File: config.mk
export PLATFORM = sky130hd
export DESIGN_NAME = ibuf
export DESIGN_NICKNAME = d
export VERILOG_FILES = /design/src/rtl/ibuf_pkg.sv /design/src/rtl/ibuf_bit.sv /design/src/rtl/ibuf.sv
export SDC_FILE = /design/constraint.sdc
export NUM_CORES = 1
export LEC_CHECK = 0
export ABC_AREA = 1
export CAP_MARGIN = 20
export CORE_ASPECT_RATIO = 0.9
export CORE_MARGIN = 3
export CORE_UTILIZATION = 50
export CTS_CLUSTER_DIAMETER = 50
export DETAILED_ROUTE_END_ITERATION = 8
export PLACE_DENSITY = 0.76
export SKIP_CTS_REPAIR_TIMING = 1
export SYNTH_ARGS = -nofsm -noshare
export SYNTH_HDL_FRONTEND = slang
export SYNTH_SLANG_ARGS = --single-unit
File: constraint.sdc
create_clock -name clock -period 1.8 [get_ports clock]
set_clock_uncertainty 0.2 [all_clocks]
set_input_delay 0.36 -clock clock [delete_from_list [all_inputs] [get_ports clock]]
set_output_delay 0.36 -clock clock [all_outputs]
set_load 0.02 [all_outputs]
File: src/rtl/ibuf_pkg.sv
// Shared defaults and strobe naming for the pad input-conditioning block.
package ibuf_pkg;

  localparam int WIDTH_DEF       = 4;
  localparam int BUS_W_DEF       = 8;
  localparam int SYNC_STAGES_DEF = 2;
  localparam int FILTER_DEF      = 2;

  // Bit positions of the programmer-bus strobes within pad_in.
  localparam int ALE   = 0;
  localparam int WRITE = 1;
  localparam int READ  = 2;
  localparam int SDA   = 3;

  // Capture-edge selector values.
  localparam int CAP_FALL = 0;
  localparam int CAP_RISE = 1;

  // Width of a counter that must reach filter-1; never narrower than one bit.
  function automatic int cnt_width(input int filter);
    return (filter > 1) ? $clog2(filter) : 1;
  endfunction

endpackage

File: src/rtl/ibuf_bit.sv
// One strobe lane: synchronizer chain, stability filter and registered edge
// detector. Also reports, one cycle early, whether the selected edge is about
// to be registered so the top level can capture the bus on the same edge.
module ibuf_bit
  import ibuf_pkg::*;
#(
  parameter int   SYNC_STAGES = SYNC_STAGES_DEF,
  parameter int   FILTER      = FILTER_DEF,
  parameter logic INIT        = 1'b0,
  parameter logic CAP_EN      = 1'b0,
  parameter logic CAP_RISE    = 1'b0
) (
  input  logic clock,
  input  logic reset_n,
  input  logic pad_i,
  output logic level_o,
  output logic rise_o,
  output logic fall_o,
  output logic cap_o
);

  localparam int                CNT_W   = cnt_width(FILTER);
  localparam logic [CNT_W-1:0]  CNT_MAX = CNT_W'(FILTER - 1);

  logic [SYNC_STAGES-1:0] sync_q;
  logic                   s;
  logic [CNT_W-1:0]       cnt_q, cnt_d;
  logic                   level_q, level_d;
  logic                   rise_q, rise_d;
  logic                   fall_q, fall_d;

  assign s = sync_q[SYNC_STAGES-1];

  // Shift the raw pad through the synchronizer chain.
  // NOTE: sequential state uses <= so every flop samples pre-edge values.
  always_ff @(posedge clock or negedge reset_n) begin
    if (!reset_n) sync_q <= '0;
    else          sync_q <= {sync_q[SYNC_STAGES-2:0], pad_i};
  end

  // Filter decision: accept a new level only after FILTER disagreeing cycles.
  // NOTE: every variable gets a default first so no latch is inferred.
  always_comb begin
    cnt_d   = cnt_q;
    level_d = level_q;
    rise_d  = 1'b0;
    fall_d  = 1'b0;
    if (s == level_q) begin
      cnt_d = '0;
    end else if (cnt_q == CNT_MAX) begin
      level_d = s;
      cnt_d   = '0;
      rise_d  = s;
      fall_d  = ~s;
    end else begin
      cnt_d = cnt_q + CNT_W'(1);
    end
  end

  // Register filter state and the one-cycle edge pulses.
  always_ff @(posedge clock or negedge reset_n) begin
    if (!reset_n) begin
      cnt_q   <= '0;
      level_q <= INIT;
      rise_q  <= 1'b0;
      fall_q  <= 1'b0;
    end else begin
      cnt_q   <= cnt_d;
      level_q <= level_d;
      rise_q  <= rise_d;
      fall_q  <= fall_d;
    end
  end

  assign level_o = level_q;
  assign rise_o  = rise_q;
  assign fall_o  = fall_q;
  assign cap_o   = CAP_EN & (CAP_RISE ? rise_d : fall_d);

endmodule

File: src/rtl/ibuf.sv
// Pad input conditioning: re-times and deglitches WIDTH asynchronous strobes
// and latches the asynchronous bus on the selected edge of one strobe.
module ibuf
  import ibuf_pkg::*;
#(
  parameter int               WIDTH       = WIDTH_DEF,
  parameter int               BUS_W       = BUS_W_DEF,
  parameter int               SYNC_STAGES = SYNC_STAGES_DEF,
  parameter int               FILTER      = FILTER_DEF,
  parameter logic [WIDTH-1:0] INIT        = '0,
  parameter int               CAP_BIT     = ALE,
  parameter int               CAP_EDGE    = CAP_FALL
) (
  input  logic             clock,
  input  logic             reset_n,
  input  logic [WIDTH-1:0] pad_in,
  input  logic [BUS_W-1:0] pad_bus,
  output logic [WIDTH-1:0] level,
  output logic [WIDTH-1:0] rise,
  output logic [WIDTH-1:0] fall,
  output logic [BUS_W-1:0] bus_q,
  output logic             bus_valid
);

  // Bus delay matches strobe latency so the captured word is the one present
  // when the capturing strobe value was first sampled.
  localparam int DLY = SYNC_STAGES + FILTER - 1;

  logic [WIDTH-1:0] cap_nxt;
  logic             capture;
  logic [BUS_W-1:0] dly_q [DLY];
  logic [BUS_W-1:0] bus_data_q, bus_data_d;
  logic             valid_q, valid_d;

  for (genvar i = 0; i < WIDTH; i++) begin : g_bit
    ibuf_bit #(
      .SYNC_STAGES (SYNC_STAGES),
      .FILTER      (FILTER),
      .INIT        (INIT[i]),
      .CAP_EN      (i == CAP_BIT),
      .CAP_RISE    (CAP_EDGE == CAP_RISE)
    ) u_bit (
      .clock   (clock),
      .reset_n (reset_n),
      .pad_i   (pad_in[i]),
      .level_o (level[i]),
      .rise_o  (rise[i]),
      .fall_o  (fall[i]),
      .cap_o   (cap_nxt[i])
    );
  end

  // Only the selected lane can drive its capture flag high.
  assign capture = |cap_nxt;

  // Bus delay line, aligned with the strobe synchronizer plus filter.
  // NOTE: this array is a handful of flops, so it is reset like any register.
  always_ff @(posedge clock or negedge reset_n) begin
    if (!reset_n) begin
      for (int k = 0; k < DLY; k++) dly_q[k] <= '0;
    end else begin
      dly_q[0] <= pad_bus;
      for (int k = 1; k < DLY; k++) dly_q[k] <= dly_q[k-1];
    end
  end

  // Load the delayed bus on the capturing edge, hold otherwise.
  always_comb begin
    bus_data_d = bus_data_q;
    valid_d    = capture;
    if (capture) bus_data_d = dly_q[DLY-1];
  end

  // Capture register and its one-cycle valid strobe.
  always_ff @(posedge clock or negedge reset_n) begin
    if (!reset_n) begin
      bus_data_q <= '0;
      valid_q    <= 1'b0;
    end else begin
      bus_data_q <= bus_data_d;
      valid_q    <= valid_d;
    end
  end

  assign bus_q     = bus_data_q;
  assign bus_valid = valid_q;

endmodule

==> results of run 1 <==
## flip-flops by register name (all words and copies together) (netlist names)
name                 cells
bus_q                    8
g_bit.u_bit.rise_o       4
g_bit.u_bit.fall_o       4
g_bit.u_bit.level_o      4
g_bit.u_bit.cnt_q        4
dly_q                   24
g_bit.u_bit.sync_q       8
## stage by stage
stage	total power, µW	hold WS, ps
after CTS	3230	-173
after floorplan	2230	-136
after global placement	2520	132
final	3160	146
after global routing	3370	158
after detailed placement	2580	135
## worst register-to-register path, stage by stage (launching register included)
cell	delay, ps
dfrtp_1	560
nand3_2	250
nand2_1	140
nand2_1	60
## power groups by stage
stage | logic (µW) | registers [µW] | clock network [µW]
2_1_floorplan | 494 | 1740 | 0
4_1_cts | 899 | 1660 | 675
6_report | 858 | 1650 | 651
3_5_place_dp | 897 | 1680 | 0
5_1_grt | 951 | 1680 | 733
3_3_place_gp | 861 | 1660 | 0
## worst max path at each step
stage,cells past startpoint,slack [ps],to
6_report,1,320,level[2]
2_1_floorplan,1,630,fall[0]
3_3_place_gp,1,290,level[2]
5_1_grt,1,270,level[2]
4_1_cts,1,-70,level[2]
3_5_place_dp,1,270,level[3]
## synth_stat cells, drive strengths merged
master  count
o21ai       4
nand3       1
nand2      28
nor2        6
buf        14
inv        12
dfrtp      56
a21oi       5
nand4       8
## layer usage
layer	share of wire, %	vias to the layer above	GRT usage [%]
met4	1.0	0	7.30
li1	-	464	-
met3	8.6	4	4.32
met2	52	33	21.3
met1	38	480	14.1
met5	0	-	0
## logic make-up (layout without fill, tap and decap cells)
group,after synthesis,after routing
flops,56,56
simple gates,43,43
buf+inv,26,57
compound gates,9,9
## area by class of cell
type / instances / area [µm²]
multi-input cells: 52 / 233
clock buffers: 8 / 90.1
well taps: 42 / 52.6
fillers: 224 / 986
inverters: 12 / 45.0
flip-flops and latches: 56 / 1400
repair buffers: 37 / 425
==> reports/qor.yml, run 1 <==
outcome: "complete, no violations"
worstSetupPathType: "reg -> out"
core_area_um2: 3230
drt_wl_total_mm: 2.43
slew_headroom_pct: 67.3
slew_viol_final: 0
muxShareOfSynthArea_pct: 0
overflow: 0
cts_buffer_depth: 2
clkTransAtPathRegs_ps: 80
rr_startpoint: "g_bit[0].u_bit.cnt_q"
cts_tree: "yes"
min_path_cells: 0
initial_utilization_pct: 55.2
hold_start: "dly_q[8]"
critical_path_required_ps: 1240
synthAdderAreaFrac_pct: 0
io_pins: 35
ys_warn_count: 0
crit_start: "g_bit[2].u_bit.level_o"
syn_nets: 148
avgSynthCellArea_um2: 13.3
layout.nets: 178
layout-drive-gt1-share_pct: 6.67
r2r-end: "bus_q[4]"
cellPowerDensity_nw_per_um2: 1410
synth_area_um2: 1780
fmax_mhz: 678
dp_slack_ps: 274
cellInternalPower_uw: 2180
synth_xor_area_share_pct: 0
pwr-share-clk_pct: 20.6
cp_slowest_cell: "dfrtp_1"
cts_htree_levels: 2
hold_path.class: "reg -> reg"
via_per_inst: 4.74
synth-compound-area-share_pct: 2.52
dp.cells: 198
critPathLaunchType: "flip-flop"
grt_antenna_before_repair: 0
layout_commonest_cell: "dfrtp_1"
antenna_cells: 0
wire_per_inst_um: 11.8
grt_pass1_vias: 994
synth_cell_type_count: 10
cts_buffers: 5
layout_common_cells: "dfrtp_1, nand2_1, dlymetal6s2s_1"
pwr-share-seq_pct: 52.3
postSynthCellCount: 134
grt_first_pass_wirelength_mm: 4.06
cp.arrival_ps: 920
rr_worst_depth: 3
cts_sinks: 56
synthSimpleGateAreaFrac_pct: 10.5
fin_util_pct: 69.5
worst_pin_slew_ps: 491
drc: 0
swShare_pct: 31.1
r2r_slack_ps: 500
synth_top_family_by_area: "simple AND/OR/NAND/NOR gates"
insertion_delay_ps: 290
design_area_um2: 2250
netSwitchingPower_uw: 982
endpoint_kind: "output pin"
drt-initial-drc-count: 57
grt_start_max_net_pins: 36
min_period_over_period_pct: 81.9
synth.top_cells.by_area: "dfrtp_1, buf_4, nand2_1"
instances_no_fill: 207
root_buffer: "clkbuf_8"
p_leak_uw: 0.00135
rsz0062_at_grt: "false"
critPathTopFamily: "flip-flops"
grt_util_all_layers_pct: 12.9
die_w_um: 69.0
slowest_delay_ps: 410
port_buffers: 34
synth_top_cell_by_area: "dfrtp_1"
hpwl_mm: 1.76
drv_cap: 0
path_cells: "dlymetal6s2s_1"
finalSetupTns_ps: 0
fin_ws_ps: 325
hold_path_end: "dly_q[0]"
die-area_um2: 4320
cp_num_buf_inv: 1
rows: 19
synth-seq-area-share_pct: 78.5
globalplace.congestion: 0.775
first_pass_iters: 4
placed_area_um2: 2090
die_h_um: 62.7
layout_min_cycle_time_ps: 1480
syn_to_final_growth_pct: 25.9
crit_fanout: 3
vias: 981
setup_viol: 0
final_hold_viol_count: 0
ys_seq_elements: 56
ant_nets: 0
combPwrFrac_pct: 27.1
synth_top_area_share_pct: 78.5
vdd_drop_max_uv: 773
Power figures use the tool's default switching activity.
==> run 2, diff against run 1 <==
Settings changed: CORE_UTILIZATION 50 to 49, PLACE_DENSITY 0.76 to 0.74.
Clock period 1.8 ns to 1.52 ns, I/O delays scaled along.
==> run 2 against run 1 <==
  * Count of clock-buffer cells in the layout shrank 2
  * Final cell count grew 0.48%
  * Sequential power grew 19%
  * Critical path depth is the same
  * Critical endpoint is now level[1]
  * Sequential share of layout area grew 0.28 points
  * Total power grew 17%
  * Cell area shrank 0.45%
  * Die area grew 1.9%
  * Global-route usage grew 0.20 points
==> reports/qor.yml, run 2 (same netlist as run 1, synthesis figures left out) <==
outcome: "complete, no violations"
drc: 0  # unchanged
ant_nets: 0  # unchanged
min_path_cells: 0  # unchanged
die_w_um: 69.6  # +0.93%
first_pass_iters: 4  # unchanged
final_hold_viol_count: 0  # unchanged
cp_slowest_cell: "dfrtp_1"
hpwl_mm: 1.61  # -8.5%
overflow: 0  # unchanged
p_leak_uw: 0.00135  # -0.33%
holdWs_ps: 151  # +4.84 ps
slowest_delay_ps: 410  # about the same
worstSetupPathType: "reg -> out"
core_area_um2: 3430  # +6.0%
drt-initial-drc-count: 84  # +47%
die-area_um2: 4400  # +1.9%
swShare_pct: 31.6  # +0.55 points
cp_num_buf_inv: 1  # unchanged
syn_to_final_growth_pct: 25.4
rr_worst_depth: 3  # unchanged
path_depth: 1  # unchanged
layout_min_cycle_time_ps: 1420
drt_wl_total_mm: 2.43  # -0.12%
top_register: "dly_q"
rsz0062_at_grt: "false"
cts_htree_levels: 2  # unchanged
wire_per_inst_um: 11.7  # -0.60%
cts_tree: "yes"
slew_headroom_pct: 74.5  # +7.2 points
antenna_cells: 0  # unchanged
setup_viol: 0  # unchanged
pwr-share-seq_pct: 53.0  # +0.7 points
grt_antenna_before_repair: 0  # unchanged
grt_pass1_vias: 985  # -0.91%
critPathTopFamily: "flip-flops"
path_cells: "dlymetal6s2s_1"
grt_util_all_layers_pct: 13.1  # +0.20 points
grt_first_pass_wirelength_mm: 4.33  # +6.6%
grt_start_max_net_pins: 57  # +58%
cts_sinks: 56  # unchanged
endpoint_kind: "output pin"
cts_buffer_depth: 2  # unchanged
pwr-share-clk_pct: 19.5  # -1.1 points
root_buffer: "clkbuf_8"
netSwitchingPower_uw: 1170  # +19%
port_buffers: 34  # unchanged
rows: 20  # +1
die_h_um: 63.2  # +0.92%
io_pins: 35  # unchanged
worst_pin_slew_ps: 383  # -108 ps
largest_register_ffs: 24  # unchanged
vdd_drop_max_uv: 937  # +21%
initial_utilization_pct: 52.0  # -3.1 points
clkTransAtPathRegs_ps: 80  # about the same
min_period_over_period_pct: 93.7
layout-drive-gt1-share_pct: 6.71  # +0.041 points
cts_buffers: 5  # unchanged
layout.nets: 178  # unchanged
hold_path.class: "reg -> reg"
critical_path_required_ps: 1020  # -220 ps
combPwrFrac_pct: 27.4  # +0.3 points
vias: 964  # -1.7%
cellInternalPower_uw: 2520  # +16%
cellPowerDensity_nw_per_um2: 1650  # +17%
power.total_uw: 3690  # +17%
globalplace.congestion: 0.681  # -12%
cp.arrival_ps: 920  # about the same
insertion_delay_ps: 290  # about the same
drv_cap: 0  # unchanged
via_per_inst: 4.63  # -2.2%
crit_fanout: 3  # unchanged
fmax_mhz: 702
slew_viol_final: 0  # unchanged
layout_common_cells: "dfrtp_1, nand2_1, dlymetal6s2s_1"
layout_commonest_cell: "dfrtp_1"
critPathLaunchType: "flip-flop"
-- run 2: cell types whose count changed in the layout (fill, tap and decap cells not counted) --
cell	delta
clkinv_2	+1
clkbuf_1	-1
clkbuf_8	-1
-- run 2: final timing paths --
path	from	endpoint	slack (ps)
setup / recovery	g_bit[1].u_bit.level_o	level[1]	100
hold / removal	dly_q[18]	dly_q[10]	150
setup reg to reg	g_bit[0].u_bit.cnt_q	bus_q[3]	210
hold reg to reg	dly_q[18]	dly_q[10]	150
max in group asynchronous	reset_n	g_bit[0].u_bit.rise_o	570
min in group asynchronous	reset_n	dly_q[3]	330
-- run 2: power groups by stage --
stage | Clock (µW) | Sequential, µW | Combinational (µW)
after global placement | 0 | 1970 | 1030
after CTS | 759 | 1970 | 1060
after floorplan | 0 | 2060 | 586
after detailed placement | 0 | 2000 | 1060
final | 721 | 1960 | 1010
after global routing | 832 | 2000 | 1110
-- run 2: final cells by class --
class | instances | area [µm²]
fillers | 248 | 1190
clock inverters | 1 | 5.00
clock buffers | 6 | 72.6
multi-input cells | 52 | 233
inverters | 12 | 45.0
well taps | 44 | 55.1
flip-flops and latches | 56 | 1400
repair buffers | 37 | 425
-- run 2: stage by stage --
step	utilization (%)	setup WS (ps)	std cells	area, µm²	setup TNS, ps
finish	65.3	95.7	208	2240	0
detailed placement	61.2	48.3	200	2100	0
floorplan	-	403	134	1780	0
CTS	63.4	-299	207	2170	-5260
global route	65.3	41.2	208	2240	0
global placement	61.2	64.4	200	2100	0
-- run 2: routing by layer --
metal | wire length (µm) | up-vias | GRT usage (%)
li1 | - | 464 | -
met1 | 1020 | 469 | 13.7
met2 | 1210 | 27 | 22.3
met3 | 143 | 4 | 4.63
met4 | 49 | 0 | 8.78
met5 | 0 | - | 0
